$ cat config.mk
export PLATFORM = sky130hd
export DESIGN_NAME = operand_fetch
export DESIGN_NICKNAME = d
export VERILOG_FILES = /design/src/rtl/operand_fetch.sv
export SDC_FILE = /design/constraint.sdc
export NUM_CORES = 1
export LEC_CHECK = 0
export CAP_MARGIN = 20
export CORE_MARGIN = 2
export CORE_UTILIZATION = 40
export CTS_BUF_LIST = sky130_fd_sc_hd__clkbuf_4 sky130_fd_sc_hd__clkbuf_8
export CTS_CLUSTER_DIAMETER = 80
export DETAILED_ROUTE_END_ITERATION = 10
export PLACE_DENSITY = 0.78
export SLEW_MARGIN = 20
export SYNTH_ARGS = -nofsm -noshare
export SYNTH_HDL_FRONTEND = slang
export SYNTH_SLANG_ARGS = --single-unit
$ cat constraint.sdc
create_clock -name i_clk -period 4.1 [get_ports i_clk]
set_input_delay 0.82 -clock i_clk [delete_from_list [all_inputs] [get_ports i_clk]]
set_output_delay 0.82 -clock i_clk [all_outputs]
set_load 0.01 [all_outputs]
$ cat src/rtl/operand_fetch.sv
// Operand fetch stage: issues register file reads, resolves operands with
// writeback bypass, and presents them on a registered output stage that
// stays coherent with writes arriving while it is stalled.
module operand_fetch #(
  parameter int unsigned PAYLOAD_W = 32
) (
  input  logic                 i_clk,
  input  logic                 i_reset,
  input  logic                 i_valid,
  output logic                 o_ready,
  input  logic [4:0]           i_rs1,
  input  logic [4:0]           i_rs2,
  input  logic [PAYLOAD_W-1:0] i_payload,
  output logic [4:0]           o_read_register_1,
  output logic [4:0]           o_read_register_2,
  input  logic [31:0]          i_read_data_1,
  input  logic [31:0]          i_read_data_2,
  input  logic                 i_wb_we,
  input  logic [4:0]           i_wb_reg,
  input  logic [31:0]          i_wb_data,
  output logic                 o_valid,
  input  logic                 i_ready,
  output logic [31:0]          o_op1,
  output logic [31:0]          o_op2,
  output logic [PAYLOAD_W-1:0] o_payload
);

  // S1: instruction whose file read is in flight
  logic                 s1_valid_q, s1_valid_d;
  logic [4:0]           s1_rs1_q, s1_rs1_d;
  logic [4:0]           s1_rs2_q, s1_rs2_d;
  logic [PAYLOAD_W-1:0] s1_payload_q, s1_payload_d;

  // OUT: resolved instruction presented downstream
  logic                 out_valid_q, out_valid_d;
  logic [4:0]           out_rs1_q, out_rs1_d;
  logic [4:0]           out_rs2_q, out_rs2_d;
  logic [31:0]          op1_q, op1_d;
  logic [31:0]          op2_q, op2_d;
  logic [PAYLOAD_W-1:0] out_payload_q, out_payload_d;

  // Previous cycle's writeback; the file read data lags it by one cycle
  logic                 wb_we_q, wb_we_d;
  logic [4:0]           wb_reg_q, wb_reg_d;
  logic [31:0]          wb_data_q, wb_data_d;

  logic advance;
  logic xfer_in;
  logic xfer_out;

  assign advance  = s1_valid_q && (!out_valid_q || i_ready);
  assign o_ready  = !s1_valid_q || advance;
  assign xfer_in  = i_valid && o_ready;
  assign xfer_out = out_valid_q && i_ready;

  // A stalled S1 keeps re-reading its own indices so its data never goes stale
  assign o_read_register_1 = (s1_valid_q && !advance) ? s1_rs1_q : i_rs1;
  assign o_read_register_2 = (s1_valid_q && !advance) ? s1_rs2_q : i_rs2;

  // Outputs read as idle for the whole reset cycle, so nothing transfers then
  assign o_valid   = out_valid_q && !i_reset;
  assign o_op1     = i_reset ? 32'd0 : op1_q;
  assign o_op2     = i_reset ? 32'd0 : op2_q;
  assign o_payload = i_reset ? '0 : out_payload_q;

  // x0 is hard zero; a matching index is nonzero, so writes to x0 never bypass
  function automatic logic [31:0] resolve(
    input logic [4:0]  idx,
    input logic [31:0] file_data,
    input logic        cur_we,
    input logic [4:0]  cur_reg,
    input logic [31:0] cur_data,
    input logic        prv_we,
    input logic [4:0]  prv_reg,
    input logic [31:0] prv_data
  );
    logic [31:0] res;
    if (idx == 5'd0) begin
      res = 32'd0;
    end else if (cur_we && (cur_reg == idx)) begin
      res = cur_data;
    end else if (prv_we && (prv_reg == idx)) begin
      res = prv_data;
    end else begin
      res = file_data;
    end
    return res;
  endfunction

  // Next-state for both stages and the writeback snoop register
  always_comb begin
    s1_valid_d    = s1_valid_q;
    s1_rs1_d      = s1_rs1_q;
    s1_rs2_d      = s1_rs2_q;
    s1_payload_d  = s1_payload_q;
    out_valid_d   = out_valid_q;
    out_rs1_d     = out_rs1_q;
    out_rs2_d     = out_rs2_q;
    op1_d         = op1_q;
    op2_d         = op2_q;
    out_payload_d = out_payload_q;
    wb_we_d       = i_wb_we;
    wb_reg_d      = i_wb_reg;
    wb_data_d     = i_wb_data;

    if (xfer_in) begin
      s1_valid_d   = 1'b1;
      s1_rs1_d     = i_rs1;
      s1_rs2_d     = i_rs2;
      s1_payload_d = i_payload;
    end else if (advance) begin
      s1_valid_d = 1'b0;
    end

    if (advance) begin
      out_valid_d   = 1'b1;
      out_rs1_d     = s1_rs1_q;
      out_rs2_d     = s1_rs2_q;
      out_payload_d = s1_payload_q;
      op1_d = resolve(s1_rs1_q, i_read_data_1, i_wb_we, i_wb_reg, i_wb_data,
                      wb_we_q, wb_reg_q, wb_data_q);
      op2_d = resolve(s1_rs2_q, i_read_data_2, i_wb_we, i_wb_reg, i_wb_data,
                      wb_we_q, wb_reg_q, wb_data_q);
    end else if (xfer_out) begin
      out_valid_d = 1'b0;
    end else if (out_valid_q) begin
      // Held output tracks writes to its sources so it is never stale on release
      if (i_wb_we && (i_wb_reg != 5'd0) && (i_wb_reg == out_rs1_q)) begin
        op1_d = i_wb_data;
      end
      if (i_wb_we && (i_wb_reg != 5'd0) && (i_wb_reg == out_rs2_q)) begin
        op2_d = i_wb_data;
      end
    end
  end

  // State registers with synchronous reset
  always_ff @(posedge i_clk) begin
    if (i_reset) begin
      s1_valid_q    <= 1'b0;
      s1_rs1_q      <= 5'd0;
      s1_rs2_q      <= 5'd0;
      s1_payload_q  <= '0;
      out_valid_q   <= 1'b0;
      out_rs1_q     <= 5'd0;
      out_rs2_q     <= 5'd0;
      op1_q         <= 32'd0;
      op2_q         <= 32'd0;
      out_payload_q <= '0;
      wb_we_q       <= 1'b0;
      wb_reg_q      <= 5'd0;
      wb_data_q     <= 32'd0;
    end else begin
      s1_valid_q    <= s1_valid_d;
      s1_rs1_q      <= s1_rs1_d;
      s1_rs2_q      <= s1_rs2_d;
      s1_payload_q  <= s1_payload_d;
      out_valid_q   <= out_valid_d;
      out_rs1_q     <= out_rs1_d;
      out_rs2_q     <= out_rs2_d;
      op1_q         <= op1_d;
      op2_q         <= op2_d;
      out_payload_q <= out_payload_d;
      wb_we_q       <= wb_we_d;
      wb_reg_q      <= wb_reg_d;
      wb_data_q     <= wb_data_d;
    end
  end

endmodule

==> flow_summary_export.csv <==
group,metric,value,unit
power,p_per_area,315,mW/mm^2
yosys,synth_edf_count,0,
timing,post-route-period-util,0.875,
placement,gp_congestion,0.857,
grt,antenna_found_initial,3,
cells_and_area,area_delta_synth_final,31.6,%
timing,maxSlewHeadroom,0.298,
clocking,cts_tree,"built",
cells_and_area,final_net_count,1623,
drt,wirelength,33.3,mm
clocking,cts_resized,0,
cells_and_area,final_util,0.535,
floorplanning,die_w,161,um
grt,grt_start_max_net_pins,72,
yosys,synthFlopType,"dfxtp_1",
cells_and_area,drive_above_1_share,0.0793,
yosys,ys_types,37,
clocking,post_cts_buffers,0,
yosys,ys_seq_area_frac,0.381,
worst_setup_path,worstPathRequired,3.28,ns
grt,first_global_vias,9950,
floorplanning,dieArea,0.0260,mm^2
floorplanning,core_area,0.0243,mm^2
yosys,netlist.area_leader.share,0.381,
grt,track_usage,0.249,
min_path,hold_path.class,"flop to flop",
cells_and_area,regArea,0.00376,mm^2
clocking,h-tree-depth,4,
timing,fin_ws,0.511,ns
placement,place_ws,0.523,ns
clocking,cts-buffers-inserted,17,
drt,drcViolationCount,0,
clocking,numClockSinks,188,
drt,vias,10215,
flow_run,drv_cap,0,
clocking,clk_pin_slew,0.11,ns
clocking,postCtsHoldBufs,0,
timing,worst_slew_pin_slew,1.05,ns
yosys,syn_nets,1451,
yosys,yosys.area.top_type,"dfxtp_1",
yosys,synth_area_leaders,"dfxtp_1, nand2_1, a21boi_0, a221oi_2, nor2b_1",
clocking,cts_buffer_depth,2,
worst_setup_path,arrival,2.77,ns
worst_setup_path,path_max_fanout,11,
yosys,ys_ff_latch,188,
floorplanning,num_rows,57,
timing,fin_tns_setup,0,ns
timing,period_needed,3.59,ns
timing,setup_violations,0,
timing,slew_violations,0,
timing,rsz0062_at_grt,"false",
clocking,cts_root_buf,"clkbuf_8",
floorplanning,die_y,161,um
run_status,outcome,"finished, final reports clean",
yosys,syn_inst,1303,
drt,wl_per_cell,18.4,um
drt,via_per_inst,5.63,
grt,grt_pass1_wl,52.2,mm
floorplanning,num_io_pins,256,
cells_and_area,multiInputGateArea,0.00536,mm^2
yosys,avgSynthCellArea,7.59,um^2
drt,drt-pass1-iter-count,6,
power,p_leak,4.56,nW
drt,drt_iter0_markers,971,
timing,clock_skew,0.0133,ns
worst_setup_path,path_class,"input port to output pin",
clocking,clk_latency,0.48,ns
timing,final_hold_viol_count,0,
cells_and_area,fillers,2257,
power,vdd_drop_max,206,uV
yosys,async_flop_share,0,
floorplanning,initial_utilization,0.407,
power,finalPower,4.10,mW
worst_setup_path,critPathLaunchType,"input port",
timing,hold_slack,0.456,ns
timing,clock.fmax,279,MHz
drt,ant_nets,0,
yosys,syn-cell-area,0.00989,mm^2
placement,portBuffers,255,
placement,dp_hpwl,21.9,mm
grt,grt_overflow,0,
worst_setup_path,end_kind,"output pin",
yosys,yosysWarnings,0,
-- report_power, final --
group          switching [mW]  internal, mW
logic                   0.502         0.369
clock network           0.736         0.520
registers              0.0525          1.92
-- final cells by class --
cell class / count / area share
Clock buffer: 19 / 0.0196
Clock inverter: 13 / 0.0102
Antenna cell: 3 / 0.000577
Inverter: 64 / 0.0185
Multi-Input combinational cell: 916 / 0.412
Sequential cell: 188 / 0.289
Timing Repair Buffer: 288 / 0.219
Tap cell: 324 / 0.0311
-- cells in the mapped netlist, types with 30 or more instances --
library cell	instances
nand2_1	206
dfxtp_1	188
clkbuf_1	105
nor2_1	100
a21oi_1	86
nor2b_1	72
nor3_1	67
o21ai_0	65
a21boi_0	64
inv_1	64
nand3_1	34
a211oi_1	32
a31oi_1	32
o31ai_1	32
a221oi_2	30
o311ai_1	30
-- worst paths after layout --
kind | slack (ns) | cells after the start | from | to
max | 0.51 | 5 | i_ready | o_read_register_2[4]
min | 0.46 | 2 | out_payload_q[0] | out_payload_q[0]
max reg2reg | 1.40 | 6 | s1_rs1_q[3] | op1_q[0]
min reg2reg | 0.46 | 2 | out_payload_q[0] | out_payload_q[0]
-- routing by layer --
layer / vias up / track usage / routed length (um)
met2: 569 / 0.408 / 15100
met1: 4727 / 0.306 / 13800
li1: 4837 / - / -
met4: 0 / 0.0942 / 915
met3: 82 / 0.0794 / 3540
met5: - / 0 / 0
-- critical path: stages --
cell	delay, ns
clkdlybuf4s50_1	0.41
nor2b_1	0.24
nand2_1	0.40
mux2_2	0.41
clkdlybuf4s50_1	0.48
-- state kept, by name, summed over array words and instances (netlist names), 5 cells and up --
name	count
op1_q	32
s1_payload_q	32
s1_rs1_q	5
wb_reg_q	5
op2_q	32
s1_rs2_q	5
out_rs1_q	5
out_payload_q	32
wb_data_q	32
out_rs2_q	5
-- layout by cell type, fill, tap and decap left out, types with 8 or more instances in the layout --
master           instances
a211oi_1                32
a21boi_0                64
a21oi_1                 85
a221oi_2                30
a31oi_1                 32
and2_1                   8
buf_4                   29
clkbuf_8                18
clkdlybuf4s50_1        254
dfxtp_1                188
inv_1                   64
mux2_2                  10
nand2_1                205
nand3_1                 34
nor2_1                 100
nor2b_1                 72
nor3_1                  67
o21ai_0                 65
o311ai_1                30
o31ai_1                 32
xnor2_1                 14
xor2_1                  14
-- per-stage QoR --
step                instances  instance area (um^2)
finish                   1815                 13000
floorplan                1303                  9890
detailed placement       1780                 12600
global route             1814                 13000
CTS                      1812                 13000
global placement         1780                 12600
-- logic make-up after synthesis --
kind of cell           after synthesis  synth area share
flip-flops                         188             0.381
buffers and inverters              199            0.0803
AO/OA/AOI/OAI                      378             0.273
AND/OR/NAND/NOR                    500             0.230
multiplexers                        10            0.0114
XOR/XNOR                            28            0.0248
Power figures use the tool's default switching activity.
